### src/rtl/bcd_calc_core.sv
// Digit-serial BCD keypad calculator datapath with operand entry, add/subtract and sign fix-up.
// Optional leading-zero blanking mask is built only when BCD_CALC_BLANK_EN is defined.
module bcd_calc_core #(
  parameter int unsigned DIGITS = 4,
  parameter int unsigned CNT_W  = 3
) (
  input  logic                  clk_i,
  input  logic                  rst_i,
  input  logic [3:0]            key_i,
  input  logic                  key_valid_i,
  output logic [4*DIGITS-1:0]   disp_o,
  output logic                  neg_o,
  output logic                  ovf_o,
  output logic                  busy_o,
  output logic                  done_o,
  output logic [DIGITS-1:0]     blank_o
);

  localparam int unsigned W = 4 * DIGITS;

  localparam logic [2:0] ST_ENTRY_A = 3'd0;
  localparam logic [2:0] ST_ENTRY_B = 3'd1;
  localparam logic [2:0] ST_CALC    = 3'd2;
  localparam logic [2:0] ST_COMPL   = 3'd3;
  localparam logic [2:0] ST_RESULT  = 3'd4;

  localparam logic [CNT_W-1:0] CNT_MAX  = CNT_W'(DIGITS);
  localparam logic [CNT_W-1:0] DIG_LAST = CNT_W'(DIGITS - 1);

  logic [2:0]       state_q, state_d;
  logic [W-1:0]     a_q, a_d, b_q, b_d, r_q, r_d;
  logic [CNT_W-1:0] cnt_a_q, cnt_a_d, cnt_b_q, cnt_b_d, dig_q, dig_d;
  logic             cy_q, cy_d;
  logic             op_q, op_d;  // 1 = subtract
  logic             neg_q, neg_d, ovf_q, ovf_d;
  logic [W-1:0]     disp_q, disp_d;
  logic             busy_q, busy_d, done_q, done_d;

  logic             key_dig, key_op, key_eq, key_clr, key_bksp;
  logic [3:0]       x_dig, y_dig, d_res;
  logic             d_cy, do_sub;
  logic [4:0]       sum5, diff5;
  logic [W-1:0]     opd;
  logic [CNT_W-1:0] ocnt;

  assign key_dig  = key_valid_i && (key_i <= 4'd9);
  assign key_op   = key_valid_i && ((key_i == 4'd10) || (key_i == 4'd11));
  assign key_eq   = key_valid_i && (key_i == 4'd12);
  assign key_clr  = key_valid_i && (key_i == 4'd13);
  assign key_bksp = key_valid_i && (key_i == 4'd14);

  // One BCD digit step; COMPL reuses the subtractor as 0 - R.
  always_comb begin
    do_sub = (state_q == ST_COMPL) || op_q;
    if (state_q == ST_COMPL) begin
      x_dig = 4'd0;
      y_dig = r_q[{dig_q, 2'b00} +: 4];
    end else begin
      x_dig = a_q[{dig_q, 2'b00} +: 4];
      y_dig = b_q[{dig_q, 2'b00} +: 4];
    end
    sum5  = {1'b0, x_dig} + {1'b0, y_dig} + {4'd0, cy_q};
    diff5 = {1'b0, x_dig} - {1'b0, y_dig} - {4'd0, cy_q};
    if (do_sub) begin
      d_cy  = diff5[4];
      d_res = diff5[4] ? (diff5[3:0] + 4'd10) : diff5[3:0];
    end else begin
      d_cy  = (sum5 > 5'd9);
      d_res = (sum5 > 5'd9) ? (sum5[3:0] + 4'd6) : sum5[3:0];
    end
  end

  // Shared entry editing for whichever operand is active.
  always_comb begin
    opd  = (state_q == ST_ENTRY_B) ? b_q : a_q;
    ocnt = (state_q == ST_ENTRY_B) ? cnt_b_q : cnt_a_q;
    if (key_dig && (ocnt != CNT_MAX)) begin
      opd  = {opd[W-5:0], key_i};
      ocnt = ocnt + CNT_W'(1);
    end else if (key_bksp && (ocnt != '0)) begin
      opd  = {4'h0, opd[W-1:4]};
      ocnt = ocnt - CNT_W'(1);
    end
  end

  always_comb begin
    state_d = state_q;
    a_d     = a_q;
    b_d     = b_q;
    r_d     = r_q;
    cnt_a_d = cnt_a_q;
    cnt_b_d = cnt_b_q;
    dig_d   = dig_q;
    cy_d    = cy_q;
    op_d    = op_q;
    neg_d   = neg_q;
    ovf_d   = ovf_q;

    case (state_q)
      ST_ENTRY_A: begin
        a_d     = opd;
        cnt_a_d = ocnt;
        if (key_op) begin
          op_d    = key_i[0];
          b_d     = '0;
          cnt_b_d = '0;
          state_d = ST_ENTRY_B;
        end
      end
      ST_ENTRY_B: begin
        b_d     = opd;
        cnt_b_d = ocnt;
        if (key_op) begin
          op_d = key_i[0];
        end else if (key_eq) begin
          dig_d   = '0;
          cy_d    = 1'b0;
          state_d = ST_CALC;
        end
      end
      ST_CALC: begin
        r_d[{dig_q, 2'b00} +: 4] = d_res;
        cy_d  = d_cy;
        dig_d = dig_q + CNT_W'(1);
        if (dig_q == DIG_LAST) begin
          if (!op_q) begin
            ovf_d   = d_cy;
            state_d = ST_RESULT;
          end else if (d_cy) begin
            dig_d   = '0;
            cy_d    = 1'b0;
            state_d = ST_COMPL;
          end else begin
            state_d = ST_RESULT;
          end
        end
      end
      ST_COMPL: begin
        r_d[{dig_q, 2'b00} +: 4] = d_res;
        cy_d  = d_cy;
        dig_d = dig_q + CNT_W'(1);
        if (dig_q == DIG_LAST) begin
          neg_d   = 1'b1;
          state_d = ST_RESULT;
        end
      end
      ST_RESULT: begin
        if (key_dig) begin
          a_d     = {{(W-4){1'b0}}, key_i};
          cnt_a_d = CNT_W'(1);
          b_d     = '0;
          cnt_b_d = '0;
          neg_d   = 1'b0;
          ovf_d   = 1'b0;
          state_d = ST_ENTRY_A;
        end else if (key_op && !neg_q && !ovf_q) begin
          a_d     = r_q;
          cnt_a_d = CNT_MAX;
          op_d    = key_i[0];
          b_d     = '0;
          cnt_b_d = '0;
          state_d = ST_ENTRY_B;
        end
      end
      default: state_d = ST_ENTRY_A;
    endcase

    if (key_clr) begin
      state_d = ST_ENTRY_A;
      a_d     = '0;
      b_d     = '0;
      r_d     = '0;
      cnt_a_d = '0;
      cnt_b_d = '0;
      dig_d   = '0;
      cy_d    = 1'b0;
      op_d    = 1'b0;
      neg_d   = 1'b0;
      ovf_d   = 1'b0;
    end
  end

  // Outputs are derived from next-state so they register in step with the FSM.
  always_comb begin
    case (state_d)
      ST_ENTRY_A: disp_d = a_d;
      ST_RESULT:  disp_d = r_d;
      default:    disp_d = b_d;
    endcase
    busy_d = (state_d == ST_CALC) || (state_d == ST_COMPL);
    done_d = (state_d == ST_RESULT) && (state_q != ST_RESULT);
  end

  always_ff @(posedge clk_i or posedge rst_i) begin
    if (rst_i) begin
      state_q <= ST_ENTRY_A;
      a_q     <= '0;
      b_q     <= '0;
      r_q     <= '0;
      cnt_a_q <= '0;
      cnt_b_q <= '0;
      dig_q   <= '0;
      cy_q    <= 1'b0;
      op_q    <= 1'b0;
      neg_q   <= 1'b0;
      ovf_q   <= 1'b0;
      disp_q  <= '0;
      busy_q  <= 1'b0;
      done_q  <= 1'b0;
    end else begin
      state_q <= state_d;
      a_q     <= a_d;
      b_q     <= b_d;
      r_q     <= r_d;
      cnt_a_q <= cnt_a_d;
      cnt_b_q <= cnt_b_d;
      dig_q   <= dig_d;
      cy_q    <= cy_d;
      op_q    <= op_d;
      neg_q   <= neg_d;
      ovf_q   <= ovf_d;
      disp_q  <= disp_d;
      busy_q  <= busy_d;
      done_q  <= done_d;
    end
  end

  assign disp_o = disp_q;
  assign neg_o  = neg_q;
  assign ovf_o  = ovf_q;
  assign busy_o = busy_q;
  assign done_o = done_q;

`ifdef BCD_CALC_BLANK_EN
  logic [DIGITS-1:0] blank_q, blank_d;

  always_comb begin
    blank_d = '0;
    for (int i = 1; i < DIGITS; i++) begin
      blank_d[i] = ((disp_d >> (4 * i)) == '0);
    end
  end

  always_ff @(posedge clk_i or posedge rst_i) begin
    if (rst_i) begin
      blank_q <= '0;
    end else begin
      blank_q <= blank_d;
    end
  end

  assign blank_o = blank_q;
`else
  assign blank_o = '0;
`endif

endmodule

### config.mk
export PLATFORM = sky130hd
export DESIGN_NAME = bcd_calc_core
export DESIGN_NICKNAME = d
export VERILOG_FILES = /design/src/rtl/bcd_calc_core.sv
export SDC_FILE = /design/constraint.sdc
export NUM_CORES = 1
export LEC_CHECK = 0
export CORE_ASPECT_RATIO = 0.6
export CORE_MARGIN = 1.5
export CORE_UTILIZATION = 57
export DETAILED_ROUTE_END_ITERATION = 6
export PLACE_DENSITY = 0.82
export SYNTH_ARGS = -nofsm -noshare
export SYNTH_HDL_FRONTEND = slang
export SYNTH_SLANG_ARGS = --single-unit
### constraint.sdc
create_clock -name clk_i -period 5.7 [get_ports clk_i]
set_input_delay 0.57 -clock clk_i [delete_from_list [all_inputs] [get_ports clk_i]]
set_output_delay 0.57 -clock clk_i [all_outputs]
set_load 0.05 [all_outputs]
Word-level counts from Yosys, hierarchy flattened
Index checks and enable logic that the tools add are counted.
{"block": "totals", "reg_bits": 82, "latch_bits": 0, "ramBits": 0, "romBits": 0, "input_bits": 7, "memories": 0}
{"block": "classes", "add_sub_neg": 10, "multipliers": 0, "div_mod_pow": 0, "n_lt_le_gt_ge": 2, "n_eq_ne": 26, "shift": 5, "muxes": 71, "n_bitwise": 0, "reduce_logical": 32}
{"op": "2-to-1 mux 16 bit", "count": 12}
{"op": "2-to-1 mux 3 bit", "count": 26}
{"op": "case mux 16 bit (2 select lines)", "count": 2}
{"op": "case mux 16 bit (3 select lines)", "count": 1}
{"op": "variable part select 16 x 6 -> 4 bit", "count": 3}
{"op": "inequality test 3 bit, second input constant", "count": 10}
{"op": "equality test 4 bit, second input constant", "count": 5}
{"op": "2-to-1 mux 4 bit", "count": 5}
{"op": "case mux 3 bit (3 select lines)", "count": 2}
{"op": "bitwise mux 16 bit", "count": 1}
{"op": "2-to-1 mux 1 bit", "count": 16}
{"op": "variable shift 4 x 7 -> 16 bit, first input constant", "count": 1}
{"op": "variable part select 4 x 7 -> 16 bit", "count": 1}
{"op": "equality test 3 x 2 -> 1 bit, second input constant", "count": 5}
{"op": "case mux 3 bit (5 select lines)", "count": 1}
{"op": "nonzero test 3 bit", "count": 5}
{"op": "logical AND 1 bit", "count": 10}
{"op": "AND reduction 3 bit", "count": 3}
{"op": "AND reduction 4 bit", "count": 2}
{"op": "nonzero test 4 bit", "count": 2}
{"op": "negation 5 -> 7 bit", "count": 1}
{"op": "adder 3 x 1 -> 3 bit, second input constant", "count": 2}
{"op": "equality test 3 bit, second input constant", "count": 2}
{"op": "logical NOT 3 bit", "count": 2}
{"op": "other kinds (20)", "count": 26}

Depth between registers and ports, before layout
{"block": "depth", "ltp_word": 13, "mapped_depth": 17}

Worst setup path after synthesis
No wires, ideal clock.
{"block": "synth_timing", "kind": "register to register", "startpoint": "register state_q[1]", "endpoint": "register disp_q[4], in the netlist disp_o[4]", "arrival_time_ns": 3.931, "slack_ns": 1.643, "path_stages_with_launch": 17, "cell_sequence": "dfrtp_1 -> buf_2 -> and3b_1 -> clkbuf_1 -> mux4_2 -> mux2i_1 -> nor2_1 -> ha_1 -> inv_1 -> ha_1 -> a21boi_0 -> o221a_2 -> o2111ai_1 -> and2_1 -> buf_2 -> nor3_1 -> a221o_1"}
{"block": "synth_between", "elab_chain_len": 13, "word_cells_on_any_way": 50}
{"element": "start: declaration", "line": "30", "text": "logic [2:0] state_q, state_d;"}
{"element": "start signal: assignment", "line": "211", "text": "state_q <= state_d;"}
{"element": "equality test 3 x 2 -> 1 bit", "line": "54, 55, 99"}
{"element": "2-to-1 mux 4 bit", "line": "55", "text": "if (state_q == ST_COMPL) begin"}
{"element": "adder 4 x 4 -> 5 bit", "line": "62", "text": "sum5 = {1'b0, x_dig} + {1'b0, y_dig} + {4'd0, cy_q};"}
{"element": "adder 5 x 1 -> 5 bit", "line": "62"}
{"element": "> comparator 5 x 4 -> 1 bit", "line": "68, 69"}
{"element": "2-to-1 mux 1 bit", "line": "64", "text": "if (do_sub) begin"}
{"element": "2-to-1 mux 3 bit", "line": "129", "text": "end else if (d_cy) begin"}
{"element": "2-to-1 mux 3 bit", "line": "126", "text": "if (!op_q) begin"}
{"element": "2-to-1 mux 3 bit", "line": "125", "text": "if (dig_q == DIG_LAST) begin"}
{"element": "case mux 3 bit (5 select lines)", "line": "99", "text": "case (state_q)"}
{"element": "2-to-1 mux 3 bit", "line": "168", "text": "if (key_clr) begin"}
{"element": "equality test 3 bit / logical NOT 3 bit (equally long branches)", "line": "185", "text": "case (state_d)"}
{"element": "case mux 16 bit (2 select lines) (*)", "line": "185"}
{"element": "net disp_d[4]", "line": "36", "text": "logic [W-1:0] disp_q, disp_d;"}
{"element": "end signal: assignment", "line": "222", "text": "disp_q <= disp_d;"}
{"element": "end: declaration", "line": "36"}
The timed path passes the listed nets; every way through them passes the cells marked *.
A chain may end at the register's enable or synchronous reset.

Worst setup path after layout
{"block": "layout_timing", "startpoint": "register state_q[1]", "endpoint": "register disp_q[8], in the netlist disp_o[8]"}
{"block": "layout_between", "elab_chain_len": 13, "word_cells_on_any_way": 50}
{"element": "equality test 3 x 2 -> 1 bit", "line": "54, 55, 99"}
{"element": "2-to-1 mux 4 bit", "line": "55"}
{"element": "adder 4 x 4 -> 5 bit", "line": "62"}
{"element": "adder 5 x 1 -> 5 bit", "line": "62"}
{"element": "> comparator 5 x 4 -> 1 bit", "line": "68", "text": "d_cy = (sum5 > 5'd9);"}
{"element": "2-to-1 mux 1 bit", "line": "64"}
{"element": "2-to-1 mux 3 bit", "line": "129"}
{"element": "2-to-1 mux 3 bit", "line": "126"}
{"element": "2-to-1 mux 3 bit", "line": "125"}
{"element": "case mux 3 bit (5 select lines) (*)", "line": "99"}
{"element": "2-to-1 mux 3 bit (*)", "line": "168"}
{"element": "net state_d[2]", "line": "30"}
{"element": "equality test 3 bit / logical NOT 3 bit (equally long branches)", "line": "185"}
{"element": "case mux 16 bit (2 select lines) (*)", "line": "185"}
{"element": "net disp_d[8]", "line": "36"}
Marked as above.

==> results.yml <==
outcome:
  status: "finished clean"
finish:
  area_growth_pct: 10.4
  nets: 694
  n_antenna_cell: 0
  drive_above_1_share_pct: 9.73
synth:
  synthesis.area_per_instance_um2: 9.03
  synth_common_cells: "dfrtp_1, nand2_1, nor2_1, inv_1"
  ys_seq_area_share_pct: 34.6
  synth_top_family_by_area: "compound AO/OA/AOI/OAI gates"
  yosysUniqueCellTypes: 77
  synthAdderAreaFrac_pct: 5.57
  ys_warn_count: 0
  synth_top_cell_by_area: "dfrtp_1"
  synth-seq-cells: 82
  netlist_instances: 656
  async_flop_share_pct: 100
  yosysMostFrequentCell: "dfrtp_1"
  synth-edff-count: 0
  yosysTopAreaCellShare_pct: 34.6
  synth-main-ff-cell: "dfrtp_1"
  synthSimpleGateAreaFrac_pct: 20.6
  synthXorXnorAreaFrac_pct: 1.18
  synth_compound_area_share_pct: 21.4
  synth.area.mux_share_pct: 10.5
  netlist_top_cells_area: "dfrtp_1, ha_1, mux2i_1"
  synthesis.area_um2: 5930
setup_path:
  cp-startpoint: "state_q[1]"
  required_ps: 5980
  r2r_setup_slack_ps: 400
  critical_path_class: "reg -> reg"
  end_kind: "flop"
  cp-start-kind: "flop"
  timing.rr.end: "disp_o[8]"
  arrival_ps: 5580
  endpoint: "disp_o[8]"
  cp_max_fo: 13
  r2r-start: "state_q[1]"
  reg2reg_depth: 14
route:
  drcViolationCount: 0
  num_vias: 5722
  drt_pass1_iterations: 6
  totalWireLength_um: 20400
  wl_per_cell_um: 25.4
  viasPerCell: 7.13
  postRouteAntennaNets: 0
  drt_iter0_markers: 825
min_path:
  hp-class: "reg -> reg"
global_route:
  gr-total-overflow: 0
  track_usage_pct: 37.8
  grt_first_pass_wirelength_um: 30400
  antenna_found_initial: 0
  grt_start_max_net_pins: 57
  first_global_vias: 5311
timing:
  hold_violations: 0
  max_freq_mhz: 189
  slew_viol_final: 0
  post-route-period-util_pct: 92.9
  clock_skew_ps: 5.91
  rsz0062_at_grt: "no"
  min_period_ps: 5300
  tightest_slew_ps: 1330
  max-slew-margin-rel_pct: 11.1
  setup_viol: 0
  setup_tns_ps: 0
cts:
  clk_latency_ps: 350
  clock-sinks: 82
  cts_tree: "done"
  clockRootBuffer: "clkbuf_16"
  htreeDepth: 3
  clockBufferDepth: 2
  cts_resized: 0
  cts_buffers: 9
  path_clk_slew_ps: 60
die:
  io_pins: 31
  dieWidth_um: 135
  die_y_um: 82.0
  start_util_pct: 59.4
  design.core.area_um2: 9980
  dieArea_um2: 11000
  num_rows: 28
placement:
  hpwl_um: 15100
  place.gp.congestion: 0.999
  port_buffers: 26
flow_run:
  cap_violations: 0
how the worst min path moves through the flow:
stage                     startpoint         end  slack, ps  cells past startpoint
after global routing      cnt_b_q[1]  cnt_b_q[1]        520                      2
after detailed placement  cnt_b_q[0]  cnt_b_q[0]        470                      2
after CTS                 cnt_b_q[0]  cnt_b_q[0]        490                      2
final                     cnt_b_q[2]  cnt_b_q[2]        490                      2
after floorplan           cnt_b_q[0]  cnt_b_q[0]        450                      2
after global placement    cnt_b_q[1]  cnt_b_q[1]        470                      2
stage by stage:
step                hold WS, ps  worst slack (ps)  area [um^2]  util, %  std cells
detailed placement          475               383         6230     62.4        785
CTS                         488               349         6520     65.3        801
global placement            466               692         6230     62.4        785
global route                521               196         6550     65.6        803
floorplan                   450              1640         5940        -        659
finish                      490               402         6550     65.6        803
logic make-up after synthesis:
group,Yosys count
other,1
xor gates and xnor gates,8
AOI/OAI and AO/OA,174
adders and majority gates,24
and+or+nand+nor,236
DFF,82
muxes,48
buffers and inverters,83
cell type report:
type / count / area [um^2]
Sequential cell: 82 / 2050
Tap cell: 135 / 169
Clock buffer: 12 / 236
Multi-Input combinational cell: 494 / 3530
Timing Repair Buffer: 37 / 355
Clock inverter: 4 / 52.6
Inverter: 39 / 148
Fill cell: 831 / 3440
critical path, stage by stage, from the launching register on:
cell and delay, ps:
dfrtp_1 590, and3b_1 370, mux4_2 520, mux2i_1 140, nor2_1 80, ha_1 420, inv_1 190, ha_1 460
nand2_1 130, o221a_2 360, o2111ai_1 430, and2_1 550, inv_2 240, nor2_2 470, a221o_1 270
repair_timing:
| action | in CTS | in global routing |
|---|---|---|
| setup endpoints to repair | 0 | 5 |
| setup buffers | 0 | 2 |
| hold buffers | 0 | 0 |
layer usage:
layer | GRT usage, % | part of all wire, % | routed length [um]
met5 | 0 | 0 | 0
met1 | 49.9 | 40 | 8110
met3 | 17.2 | 16 | 3200
met2 | 54.8 | 41 | 8340
met4 | 13.3 | 3.8 | 768
sequential cells by signal, summed over array words and instances, names as in the netlist, 3 cells and up:
name     count
a_q         16
b_q         16
disp_o      16
r_q         16
cnt_a_q      3
cnt_b_q      3
dig_q        3
state_q      3
layout by cell type, fill, tap and decap left out, types with 6 or more instances in the layout:
cell and count:
a211oi_1 7, a21oi_1 22, a221o_1 7, a221oi_1 6, a22o_1 11, a22oi_1 9
a31oi_1 8, a32o_1 7, and2_1 22, and3_1 6, buf_4 10, clkbuf_16 9
clkdlybuf4s50_1 26, dfrtp_1 82, ha_1 20, inv_1 36, mux2_2 12, mux2i_1 25
mux4_2 10, nand2_1 65, nand2b_1 10, nand3_1 16, nand4_1 6, nor2_1 51
nor3_1 21, o211ai_1 6, o21a_1 8, o21ai_0 25, o21ai_1 7, o221ai_1 8
xnor2_1 6
Power is not shown: default switching activity piles up to over one toggle a cycle in this logic, so the estimate is an artifact.
